### config.mk
export PLATFORM = sky130hd
export DESIGN_NAME = usb_uart_fifo_bridge_ep_flat
export DESIGN_NICKNAME = d
export VERILOG_FILES = /design/src/rtl/usb_uart_fifo_bridge_ep_if.sv /design/src/rtl/usb_uart_fifo_bridge_ep.sv /design/src/flat_wrapper.sv
export SDC_FILE = /design/constraint.sdc
export NUM_CORES = 1
export LEC_CHECK = 0
export ABC_AREA = 1
export CORE_ASPECT_RATIO = 1.1
export CORE_MARGIN = 2
export CORE_UTILIZATION = 30
export CTS_BUF_LIST = sky130_fd_sc_hd__clkbuf_8
export CTS_CLUSTER_DIAMETER = 30
export CTS_CLUSTER_SIZE = 24
export DETAILED_ROUTE_END_ITERATION = 8
export HOLD_SLACK_MARGIN = 0.06
export SYNTH_ARGS = -nofsm -noshare
export SYNTH_HDL_FRONTEND = slang
export SYNTH_SLANG_ARGS = --single-unit
export TNS_END_PERCENT = 50
### constraint.sdc
create_clock -name clk -period 7.1 [get_ports clk]
set_input_delay 1.42 -clock clk [delete_from_list [all_inputs] [get_ports clk]]
set_output_delay 1.42 -clock clk [all_outputs]
set_load 0.005 [all_outputs]
### src/rtl/usb_uart_fifo_bridge_ep_if.sv
// Endpoint-side and client-side signal bundle for the USB/UART FIFO bridge.
// The bridge takes the slave view; the arbiter/client environment takes the master view.
interface usb_uart_fifo_bridge_ep_if #(
  parameter int IN_AW  = 4,
  parameter int OUT_AW = 4
);
  logic              out_ep_req;
  logic              out_ep_grant;
  logic              out_ep_data_avail;
  logic              out_ep_setup;
  logic              out_ep_data_get;
  logic [7:0]        out_ep_data;
  logic              out_ep_stall;
  logic              out_ep_acked;
  logic              in_ep_req;
  logic              in_ep_grant;
  logic              in_ep_data_free;
  logic              in_ep_data_put;
  logic [7:0]        in_ep_data;
  logic              in_ep_data_done;
  logic              in_ep_stall;
  logic              in_ep_acked;
  logic              uart_we;
  logic [7:0]        uart_di;
  logic              uart_wait;
  logic              uart_re;
  logic [7:0]        uart_do;
  logic              uart_ready;
  logic [IN_AW:0]    in_level;
  logic [OUT_AW:0]   out_level;

  modport slave (
    output out_ep_req, out_ep_data_get, out_ep_stall,
    input  out_ep_grant, out_ep_data_avail, out_ep_setup, out_ep_data, out_ep_acked,
    output in_ep_req, in_ep_data_put, in_ep_data, in_ep_data_done, in_ep_stall,
    input  in_ep_grant, in_ep_data_free, in_ep_acked,
    input  uart_we, uart_di, uart_re,
    output uart_wait, uart_do, uart_ready, in_level, out_level
  );

  modport master (
    input  out_ep_req, out_ep_data_get, out_ep_stall,
    output out_ep_grant, out_ep_data_avail, out_ep_setup, out_ep_data, out_ep_acked,
    input  in_ep_req, in_ep_data_put, in_ep_data, in_ep_data_done, in_ep_stall,
    output in_ep_grant, in_ep_data_free, in_ep_acked,
    output uart_we, uart_di, uart_re,
    input  uart_wait, uart_do, uart_ready, in_level, out_level
  );
endinterface

### src/rtl/usb_uart_fifo_bridge_ep.sv
// Bidirectional bridge: client bytes are packed into bulk IN packets (flushed on idle),
// bulk OUT bytes are buffered for the client. The two directions are independent.
module usb_uart_fifo_bridge_ep #(
  parameter int IN_AW        = 4,
  parameter int OUT_AW       = 4,
  parameter int MAX_PKT      = 8,
  parameter int FLUSH_CYCLES = 1024
) (
  input  logic                          clk,
  input  logic                          reset,
  usb_uart_fifo_bridge_ep_if.slave      bus
);

  localparam int IN_DEPTH  = 1 << IN_AW;
  localparam int OUT_DEPTH = 1 << OUT_AW;
  localparam int TW        = $clog2(FLUSH_CYCLES + 1);

  localparam logic [IN_AW:0]    IN_FULL  = (IN_AW+1)'(IN_DEPTH);
  localparam logic [IN_AW:0]    IN_ONE   = (IN_AW+1)'(1);
  localparam logic [IN_AW:0]    PKT_MAX  = (IN_AW+1)'(MAX_PKT);
  localparam logic [IN_AW:0]    PKT_LAST = (IN_AW+1)'(MAX_PKT - 1);
  localparam logic [OUT_AW:0]   OUT_FULL = (OUT_AW+1)'(OUT_DEPTH);
  localparam logic [OUT_AW:0]   OUT_ONE  = (OUT_AW+1)'(1);
  localparam logic [TW-1:0]     FLUSH_T  = TW'(FLUSH_CYCLES);

  typedef enum logic [1:0] {IN_IDLE, IN_REQ, IN_SEND, IN_DONE} in_state_e;
  typedef enum logic [1:0] {OUT_IDLE, OUT_REQ, OUT_READ} out_state_e;

  // ---------------- IN FIFO (client -> host) ----------------
  logic [7:0]        in_mem_q [IN_DEPTH];
  logic [IN_AW-1:0]  in_wp_q, in_wp_d, in_rp_q, in_rp_d;
  logic [IN_AW:0]    in_cnt_q, in_cnt_d;
  logic              in_push, in_pop;

  in_state_e         in_state_q, in_state_d;
  logic [IN_AW:0]    bcnt_q, bcnt_d;
  logic [TW-1:0]     timer_q, timer_d;
  logic              in_put, in_req, in_done;

  assign in_push = bus.uart_we && (in_cnt_q != IN_FULL);
  assign in_pop  = in_put;

  always_ff @(posedge clk) begin
    if (in_push) in_mem_q[in_wp_q] <= bus.uart_di;
  end

  always_comb begin
    in_wp_d  = in_push ? in_wp_q + IN_AW'(1) : in_wp_q;
    in_rp_d  = in_pop  ? in_rp_q + IN_AW'(1) : in_rp_q;
    in_cnt_d = in_cnt_q;
    if (in_push && !in_pop)      in_cnt_d = in_cnt_q + IN_ONE;
    else if (!in_push && in_pop) in_cnt_d = in_cnt_q - IN_ONE;
  end

  // Idle timer only runs while a partial packet sits untouched in IDLE
  always_comb begin
    timer_d = timer_q;
    if (in_push || (in_cnt_q == '0) || (in_state_q != IN_IDLE)) timer_d = '0;
    else if (timer_q != FLUSH_T)                               timer_d = timer_q + TW'(1);
  end

  always_comb begin
    in_state_d = in_state_q;
    bcnt_d     = bcnt_q;
    in_put     = 1'b0;
    in_req     = 1'b0;
    in_done    = 1'b0;
    case (in_state_q)
      IN_IDLE: begin
        bcnt_d = '0;
        if ((in_cnt_q >= PKT_MAX) || ((in_cnt_q != '0) && (timer_q == FLUSH_T)))
          in_state_d = IN_REQ;
      end
      IN_REQ: begin
        in_req = 1'b1;
        if (bus.in_ep_grant && bus.in_ep_data_free) in_state_d = IN_SEND;
      end
      IN_SEND: begin
        in_req = 1'b1;
        if (bus.in_ep_data_free && (in_cnt_q != '0)) begin
          in_put = 1'b1;
          bcnt_d = bcnt_q + IN_ONE;
          if (bcnt_q == PKT_LAST) in_state_d = IN_DONE;
        end else if ((in_cnt_q == '0) && (bcnt_q != '0)) begin
          in_state_d = IN_DONE;
        end
      end
      IN_DONE: begin
        in_done    = 1'b1;
        in_state_d = IN_IDLE;
      end
      default: in_state_d = IN_IDLE;
    endcase
  end

  always_ff @(posedge clk or negedge reset) begin
    if (!reset) begin
      in_wp_q    <= '0;
      in_rp_q    <= '0;
      in_cnt_q   <= '0;
      in_state_q <= IN_IDLE;
      bcnt_q     <= '0;
      timer_q    <= '0;
    end else begin
      in_wp_q    <= in_wp_d;
      in_rp_q    <= in_rp_d;
      in_cnt_q   <= in_cnt_d;
      in_state_q <= in_state_d;
      bcnt_q     <= bcnt_d;
      timer_q    <= timer_d;
    end
  end

  assign bus.in_ep_req       = in_req;
  assign bus.in_ep_data_put  = in_put;
  assign bus.in_ep_data_done = in_done;
  assign bus.in_ep_data      = (in_cnt_q != '0) ? in_mem_q[in_rp_q] : 8'h00;
  assign bus.in_ep_stall     = 1'b0;
  assign bus.uart_wait       = (in_cnt_q == IN_FULL);
  assign bus.in_level        = in_cnt_q;

  // ---------------- OUT FIFO (host -> client) ----------------
  logic [7:0]        out_mem_q [OUT_DEPTH];
  logic [OUT_AW-1:0] out_wp_q, out_wp_d, out_rp_q, out_rp_d;
  logic [OUT_AW:0]   out_cnt_q, out_cnt_d, out_free;
  logic              out_push, out_pop;

  out_state_e        out_state_q, out_state_d;
  logic              inflight_q, inflight_d;
  logic              out_get, out_req;

  // A byte fetched last cycle always has a reserved slot, so the push never overflows
  assign out_push = inflight_q;
  assign out_pop  = bus.uart_re && (out_cnt_q != '0);
  assign out_free = OUT_FULL - out_cnt_q;

  always_ff @(posedge clk) begin
    if (out_push) out_mem_q[out_wp_q] <= bus.out_ep_data;
  end

  always_comb begin
    out_wp_d  = out_push ? out_wp_q + OUT_AW'(1) : out_wp_q;
    out_rp_d  = out_pop  ? out_rp_q + OUT_AW'(1) : out_rp_q;
    out_cnt_d = out_cnt_q;
    if (out_push && !out_pop)      out_cnt_d = out_cnt_q + OUT_ONE;
    else if (!out_push && out_pop) out_cnt_d = out_cnt_q - OUT_ONE;
  end

  always_comb begin
    out_state_d = out_state_q;
    out_get     = 1'b0;
    out_req     = 1'b0;
    case (out_state_q)
      OUT_IDLE: begin
        if (bus.out_ep_data_avail) out_state_d = OUT_REQ;
      end
      OUT_REQ: begin
        out_req = 1'b1;
        if (bus.out_ep_grant) out_state_d = OUT_READ;
      end
      OUT_READ: begin
        out_req = 1'b1;
        if (bus.out_ep_data_avail && (out_free > {{OUT_AW{1'b0}}, inflight_q}))
          out_get = 1'b1;
        else if (!bus.out_ep_data_avail && !inflight_q)
          out_state_d = OUT_IDLE;
      end
      default: out_state_d = OUT_IDLE;
    endcase
    inflight_d = out_get;
  end

  always_ff @(posedge clk or negedge reset) begin
    if (!reset) begin
      out_wp_q    <= '0;
      out_rp_q    <= '0;
      out_cnt_q   <= '0;
      out_state_q <= OUT_IDLE;
      inflight_q  <= 1'b0;
    end else begin
      out_wp_q    <= out_wp_d;
      out_rp_q    <= out_rp_d;
      out_cnt_q   <= out_cnt_d;
      out_state_q <= out_state_d;
      inflight_q  <= inflight_d;
    end
  end

  assign bus.out_ep_req      = out_req;
  assign bus.out_ep_data_get = out_get;
  assign bus.out_ep_stall    = 1'b0;
  assign bus.uart_ready      = (out_cnt_q != '0);
  assign bus.uart_do         = (out_cnt_q != '0) ? out_mem_q[out_rp_q] : 8'h00;
  assign bus.out_level       = out_cnt_q;

  logic unused_inputs;
  assign unused_inputs = ^{bus.out_ep_setup, bus.out_ep_acked, bus.in_ep_acked};

endmodule

### src/flat_wrapper.sv
// flat-port wrapper written by rule: the top's interface ports become plain ports
module usb_uart_fifo_bridge_ep_flat 
#(
  parameter int IN_AW        = 4,
  parameter int OUT_AW       = 4,
  parameter int MAX_PKT      = 8,
  parameter int FLUSH_CYCLES = 1024
)
  (clk, reset, bus_out_ep_req, bus_out_ep_data_get, bus_out_ep_stall, bus_out_ep_grant, bus_out_ep_data_avail, bus_out_ep_setup, bus_out_ep_data, bus_out_ep_acked, bus_in_ep_req, bus_in_ep_data_put, bus_in_ep_data, bus_in_ep_data_done, bus_in_ep_stall, bus_in_ep_grant, bus_in_ep_data_free, bus_in_ep_acked, bus_uart_we, bus_uart_di, bus_uart_re, bus_uart_wait, bus_uart_do, bus_uart_ready, bus_in_level, bus_out_level);
  usb_uart_fifo_bridge_ep_if #(.IN_AW(IN_AW), .OUT_AW(OUT_AW)) bus_i ();
  input  logic clk;
  input  logic reset;
  output wire logic [$bits(bus_i.out_ep_req)-1:0] bus_out_ep_req;
  output wire logic [$bits(bus_i.out_ep_data_get)-1:0] bus_out_ep_data_get;
  output wire logic [$bits(bus_i.out_ep_stall)-1:0] bus_out_ep_stall;
  input wire logic [$bits(bus_i.out_ep_grant)-1:0] bus_out_ep_grant;
  input wire logic [$bits(bus_i.out_ep_data_avail)-1:0] bus_out_ep_data_avail;
  input wire logic [$bits(bus_i.out_ep_setup)-1:0] bus_out_ep_setup;
  input wire logic [$bits(bus_i.out_ep_data)-1:0] bus_out_ep_data;
  input wire logic [$bits(bus_i.out_ep_acked)-1:0] bus_out_ep_acked;
  output wire logic [$bits(bus_i.in_ep_req)-1:0] bus_in_ep_req;
  output wire logic [$bits(bus_i.in_ep_data_put)-1:0] bus_in_ep_data_put;
  output wire logic [$bits(bus_i.in_ep_data)-1:0] bus_in_ep_data;
  output wire logic [$bits(bus_i.in_ep_data_done)-1:0] bus_in_ep_data_done;
  output wire logic [$bits(bus_i.in_ep_stall)-1:0] bus_in_ep_stall;
  input wire logic [$bits(bus_i.in_ep_grant)-1:0] bus_in_ep_grant;
  input wire logic [$bits(bus_i.in_ep_data_free)-1:0] bus_in_ep_data_free;
  input wire logic [$bits(bus_i.in_ep_acked)-1:0] bus_in_ep_acked;
  input wire logic [$bits(bus_i.uart_we)-1:0] bus_uart_we;
  input wire logic [$bits(bus_i.uart_di)-1:0] bus_uart_di;
  input wire logic [$bits(bus_i.uart_re)-1:0] bus_uart_re;
  output wire logic [$bits(bus_i.uart_wait)-1:0] bus_uart_wait;
  output wire logic [$bits(bus_i.uart_do)-1:0] bus_uart_do;
  output wire logic [$bits(bus_i.uart_ready)-1:0] bus_uart_ready;
  output wire logic [$bits(bus_i.in_level)-1:0] bus_in_level;
  output wire logic [$bits(bus_i.out_level)-1:0] bus_out_level;
  assign bus_out_ep_req = bus_i.out_ep_req;
  assign bus_out_ep_data_get = bus_i.out_ep_data_get;
  assign bus_out_ep_stall = bus_i.out_ep_stall;
  assign bus_i.out_ep_grant = bus_out_ep_grant;
  assign bus_i.out_ep_data_avail = bus_out_ep_data_avail;
  assign bus_i.out_ep_setup = bus_out_ep_setup;
  assign bus_i.out_ep_data = bus_out_ep_data;
  assign bus_i.out_ep_acked = bus_out_ep_acked;
  assign bus_in_ep_req = bus_i.in_ep_req;
  assign bus_in_ep_data_put = bus_i.in_ep_data_put;
  assign bus_in_ep_data = bus_i.in_ep_data;
  assign bus_in_ep_data_done = bus_i.in_ep_data_done;
  assign bus_in_ep_stall = bus_i.in_ep_stall;
  assign bus_i.in_ep_grant = bus_in_ep_grant;
  assign bus_i.in_ep_data_free = bus_in_ep_data_free;
  assign bus_i.in_ep_acked = bus_in_ep_acked;
  assign bus_i.uart_we = bus_uart_we;
  assign bus_i.uart_di = bus_uart_di;
  assign bus_i.uart_re = bus_uart_re;
  assign bus_uart_wait = bus_i.uart_wait;
  assign bus_uart_do = bus_i.uart_do;
  assign bus_uart_ready = bus_i.uart_ready;
  assign bus_in_level = bus_i.in_level;
  assign bus_out_level = bus_i.out_level;
  usb_uart_fifo_bridge_ep #(.IN_AW(IN_AW), .OUT_AW(OUT_AW), .MAX_PKT(MAX_PKT), .FLUSH_CYCLES(FLUSH_CYCLES)) u_core (.clk(clk), .reset(reset), .bus(bus_i));
endmodule
After elaboration in Yosys (flattened, before gate mapping)
Memories as Yosys holds them, arrays and structs flattened.
Cells that the tools add are included.
{ "op_classes": {"eq_ne": 19, "n_mux": 32, "bitwise": 0, "shifts": 0, "n_reduce_logical": 36, "multipliers": 0, "n_addsub": 11, "order_cmp": 2, "div_mod_pow": 0} }
{ "op_table": {"columns": ["operator", "n"], "rows": [
  ["two-way mux 5 bit", 5],
  ["two-way mux 11 bit", 2],
  ["two-way mux 2 bit", 9],
  ["adder 4 x 1 -> 4 bit, second input constant", 4],
  ["two-way mux 8 bit", 2],
  ["adder 5 x 1 -> 5 bit, second input constant", 3],
  ["nonzero test 5 bit", 3],
  ["logical AND 1 bit", 12],
  ["adder 11 x 1 -> 11 bit, second input constant", 1],
  ["== test 11 bit, second input constant", 1],
  ["two-way mux 1 bit", 11],
  ["!= test 11 bit, second input constant", 1],
  ["one-hot mux 5 bit (2 select lines)", 1],
  ["nonzero test 2 bit", 5],
  ["subtractor 5 x 1 -> 5 bit, second input constant", 2],
  ["!= test 2 x 1 -> 1 bit, second input constant", 4],
  ["one-hot mux 2 bit (4 select lines)", 1],
  ["AND reduction 4 bit", 2],
  ["== test 2 bit, second input constant", 3],
  ["!= test 2 bit, second input constant", 3],
  ["one-hot mux 2 bit (3 select lines)", 1],
  ["== test 5 x 3 -> 1 bit, second input constant", 1],
  ["== test 5 bit, second input constant", 1],
  ["greater-or-equal comparator 5 x 4 -> 1 bit, second input constant", 1],
  ["12 further kinds", 21]
]} }
{ "totals": {"inputBits": 27, "latchBits": 0, "ramBits": 256, "mem_bits_ro": 0, "reg_bits": 47, "memories": 2} }
{ "mem_list": {"columns": ["memory", "words", "width", "rd", "rd_ports_with_merged_regs", "write_ports", "line", "rtl"], "rows": [
  ["u_core.in_mem_q", 16, 8, 1, 0, 1, "usb_uart_fifo_bridge_ep.sv:30", "logic [7:0] in_mem_q [IN_DEPTH];"],
  ["u_core.out_mem_q", 16, 8, 1, 0, 1, "usb_uart_fifo_bridge_ep.sv:123", "logic [7:0] out_mem_q [OUT_DEPTH];"]
]} }

Logic depth before layout (Yosys ltp)
{ "depth": {"depth_word": 7, "ltp_mapped": 16} }

Worst setup path before layout
OpenSTA, ideal clock, no wires.
{ "synth_path": {"path_type": "in2out", "from": "in bus_in_ep_data_free", "to": "out bus_in_ep_data_put", "t_arrival_ns": 1.614, "stages": 2, "required_ns": 5.680, "path_slack_ns": 4.066, "cell_sequence": "nand3_4 -> inv_2"} }
{ "synth_between": {"elab_chain_len": 3} }
{ "synth_lines": {"columns": ["element", "line", "rtl"], "rows": [
  ["from (decl)", "flat_wrapper.sv:27", "input wire logic [$bits(bus_i.in_ep_data_free)-1:0] bus_in_ep_data_free;"],
  ["logical AND 1 bit", "usb_uart_fifo_bridge_ep.sv:80", "if (bus.in_ep_data_free && (in_cnt_q != '0)) begin"],
  ["two-way mux 1 bit", "usb_uart_fifo_bridge_ep.sv:80", null],
  ["two-way mux 1 bit", "usb_uart_fifo_bridge_ep.sv:68", "case (in_state_q)"],
  ["to (decl)", "flat_wrapper.sv:22", "output wire logic [$bits(bus_i.in_ep_data_put)-1:0] bus_in_ep_data_put;"]
]} }
No other way between the ends.

Final worst setup path
{ "layout_path": {"from": "reg u_core.out_rp_q[0]", "to": "out bus_uart_do[1]"} }
{ "layout_between": {"elab_chain_len": 2} }
{ "layout_lines": {"columns": ["element", "line", "rtl"], "rows": [
  ["from (decl)", "usb_uart_fifo_bridge_ep.sv:124", "logic [OUT_AW-1:0] out_wp_q, out_wp_d, out_rp_q, out_rp_d;"],
  ["from (signal assigned)", "usb_uart_fifo_bridge_ep.sv:182", "out_rp_q <= out_rp_d;"],
  ["memory (16 x 8 bit)", null, null],
  ["two-way mux 8 bit", "usb_uart_fifo_bridge_ep.sv:193", "assign bus.uart_do = (out_cnt_q != '0) ? out_mem_q[out_rp_q] : 8'h00;"],
  ["to (decl)", "flat_wrapper.sv:33", "output wire logic [$bits(bus_i.uart_do)-1:0] bus_uart_do;"]
]} }
No other way between the ends.

==> impl_metrics.py <==
metrics = {
    "sta": {
        "period_minus_slack_ns": 5.029,
        "fmax_ghz": 0.1988,
        "fin_skew_ns": 0.05525,
        "tns_ns": 0,
        "hold_viol": 0,
        "slew_viol_final": 0,
        "layout_setup_ws_ns": 2.071,
        "max_slew_margin_pct": 23.70,
        "setup_viol_count_final": 0,
        "fin_crit_sh_pct": 70.84,
        "worst_pin_slew_ns": 1.143,
        "rsz0062_at_grt": "no",
    },
    "pwr": {
        "power_leakage_nw": 5.996,
        "powerDensity_mw_per_mm2": 426.4,
        "total_power_mw": 6.810,
        "vdd_drop_max_v": 0.0002623,
    },
    "cts": {
        "clkSlewWorstSetupHoldPaths_ns": 0.05,
        "clock-sinks": 303,
        "cts-buffers-inserted": 73,
        "cts_tree": "yes",
        "cts_resized": 0,
        "clk_latency_ns": 0.64,
        "postCtsHoldBufs": 0,
        "ctsLongestPathBuffers": 3,
        "cts_root_buf": "clkbuf_8",
        "post-cts-setup-buffers": 0,
        "htreeDepth": 3,
    },
    "logic_synthesis": {
        "synth-seq-cells": 303,
        "muxShareOfSynthArea_pct": 0,
        "synthTopCellsByCount": "270 x nand2_1, 256 x edfxtp_1, 160 x nor2_1",
        "synthXorXnorAreaFrac_pct": 1.449,
        "syn_area_per_cell_sq_um": 11.02,
        "synth_cells": 1206,
        "synth_flop_cell": "edfxtp_1",
        "async_flop_share_pct": 15.51,
        "synthMostInstantiatedCell": "nand2_1",
        "synthAdderAreaFrac_pct": 3.313,
        "ys_warn_count": 0,
        "syn_area_sq_mm": 0.01330,
        "synth_top_family_by_area": "simple AND/OR/NAND/NOR gates",
        "synth_top_cell_area_share_pct": 57.82,
        "synth_largest_area_cell": "edfxtp_1",
        "synth_edf_count": 256,
        "yosys-top-cells-area": "edfxtp_1 58%, dfrtp_1 8.8%, nand2_1 7.6%",
        "synthDistinctLibCells": 41,
        "synth_compound_area_share_pct": 4.734,
        "ys_seq_area_share_pct": 66.67,
        "synth-simple-area-share_pct": 19.58,
    },
    "grt": {
        "track_usage_pct": 13.14,
        "grt_pass1_vias": 9071,
        "grt_max_degree": 67,
        "antenna_found_initial": 0,
        "grt_pass1_wl_mm": 47.02,
        "grt.overflow.total": 0,
    },
    "worst_setup_path": {
        "start_kind": "flip-flop",
        "cpMostUsedCell": "nand3_1",
        "crit_family": "buffers and inverters",
        "startpoint": "u_core.out_rp_q[0]",
        "cpPeakStageDelay_ns": 0.93,
        "r2r_start": "u_core.bus.out_level[0]",
        "crit_required_ns": 5.68,
        "crit_type": "reg2out",
        "cp_slowest_cell": "inv_2",
        "critPathBufInv": 3,
        "end_kind": "primary output",
        "worst-path-max-fanout": 66,
        "worstPathCellList": "buf_4 -> inv_2 -> o21ai_0 -> nand3_1 -> nand3_1 -> a21oi_1 -> clkdlybuf4s50_1",
        "cp_data_arrival_time_ns": 3.61,
    },
    "floorplan": {
        "die_w_um": 204.7,
        "die-area_sq_mm": 0.04602,
        "pin_count": 62,
        "start_util_pct": 30.53,
        "core_area_sq_mm": 0.04354,
        "die_h_um": 224.8,
        "rows": 80,
    },
    "final_layout": {
        "n_fill_cell": 4332,
        "multi_input_area_sq_mm": 0.003874,
        "insertedDiodeCount": 0,
        "layout-drive-gt1-share_pct": 10.76,
        "ff_latch_area_sq_mm": 0.008866,
        "synthToLayoutAreaGrowth_pct": 20.13,
        "post-route-cell-area_sq_mm": 0.01597,
        "finalNetCount": 1351,
    },
    "routing": {
        "routed_wl_mm": 29.36,
        "ant_nets": 0,
        "vias": 8773,
        "dr.pass1.iters": 5,
        "viasPerCell": 4.567,
        "drt_iter0_drc": 464,
        "drc": 0,
        "wl_per_cell_um": 15.29,
    },
    "placed_design": {
        "hpwl_mm": 17.91,
        "preCtsSetupSlack_ns": 2.696,
        "portBuffers": 56,
        "routabilityCongestion": 0.7926,
        "placedInstanceArea_sq_mm": 0.01429,
    },
    "status": {
        "outcome": "complete, no violations",
    },
    "run": {
        "maxCapViolCount": 0,
    },
    "hold_path": {
        "min_from": "u_core.timer_q[8]",
        "holdCritPathClass": "reg2reg",
    },
}
==> final timing paths <==
path,to,slack (ns),cells past startpoint
max in group asynchronous,u_core.in_rp_q[0],5.63,2
min in group asynchronous,u_core.in_wp_q[1],0.93,2
hold / removal,u_core.timer_q[8],0.53,2
hold reg to reg,u_core.timer_q[8],0.53,2
setup reg to reg,u_core.bus.out_level[4],3.76,15
setup / recovery,bus_uart_do[1],2.07,7
==> metrics by stage <==
stage	hold WS (ns)	instances	util [%]
after floorplan	0.4929	1207	-
after global placement	0.5094	1789	32.82
after detailed placement	0.5268	1789	32.82
after CTS	0.5384	1921	36.68
after global routing	0.5627	1921	36.68
final	0.5261	1921	36.68
==> cell families after synthesis <==
group	after synthesis
compound gates	118
xor+xnor	22
fa+ha+maj	34
buf+inv	115
flops	303
other cells	1
simple gates	613
==> layout by cell type (no fill, tap or decap), types with 2 or more instances in the layout <==
cell,count
nor3_2,4
nand3_1,155
clkinv_2,9
inv_12,2
inv_1,65
xnor2_1,5
clkinv_1,6
clkdlybuf4s50_1,55
bufinv_16,11
xor2_1,17
fa_1,2
edfxtp_1,256
dfrtp_1,45
inv_8,5
o22ai_1,3
nor3_1,5
nand3_2,2
nor2_1,160
clkbuf_8,77
o211ai_1,3
inv_2,7
o21bai_1,3
o21ai_1,32
o21ai_0,42
conb_1,2
dfrtp_2,2
nor2_2,2
ha_1,32
nand4_1,9
nand2_1,270
a21boi_0,3
inv_6,3
buf_4,7
a31oi_1,2
clkinvlp_4,5
a21oi_1,27
==> power by group <==
group / internal, mW / total [mW] / switching [mW]
sequential: 2.13 / 2.29 / 0.159
combinational: 0.839 / 2.20 / 1.36
clock: 1.44 / 2.32 / 0.880
total: 4.41 / 6.81 / 2.40
==> area by class of cell <==
class / count / area share, %
sequential: 303 / 55.51
tap: 574 / 4.497
inverter: 60 / 1.410
timing repair buffer: 63 / 3.807
multi-input combinational: 789 / 24.25
clock inverter: 55 / 3.886
clock buffer: 77 / 6.635
==> worst min-delay path, delay by kind of cell (launching register included) <==
kind            cells  cell delay, ns
compound gates      1            0.05
flops               1            0.34
simple gates        1            0.09
==> state kept, by name, summed over array words and instances (netlist names) <==
| signal | flops |
|---|---|
| u_core.bcnt_q | 5 |
| u_core.bus.in_level | 5 |
| u_core.bus.out_level | 5 |
| u_core.in_mem_q | 128 |
| u_core.in_rp_q | 4 |
| u_core.in_state_q | 2 |
| u_core.in_wp_q | 4 |
| u_core.inflight_q | 1 |
| u_core.out_mem_q | 128 |
| u_core.out_rp_q | 4 |
| u_core.out_state_q | 2 |
| u_core.out_wp_q | 4 |
| u_core.timer_q | 11 |
==> per-layer routing <==
metal  track usage (%)  up-vias  part of all wire, %
met1             15.47     4173                   42
met5                 0        -                    0
li1                  -     4337                    -
met4             6.592        0                  3.0
met3             3.144       60                  5.3
met2             22.34      203                   50
No activity file was read; power rests on OpenSTA's default activity.
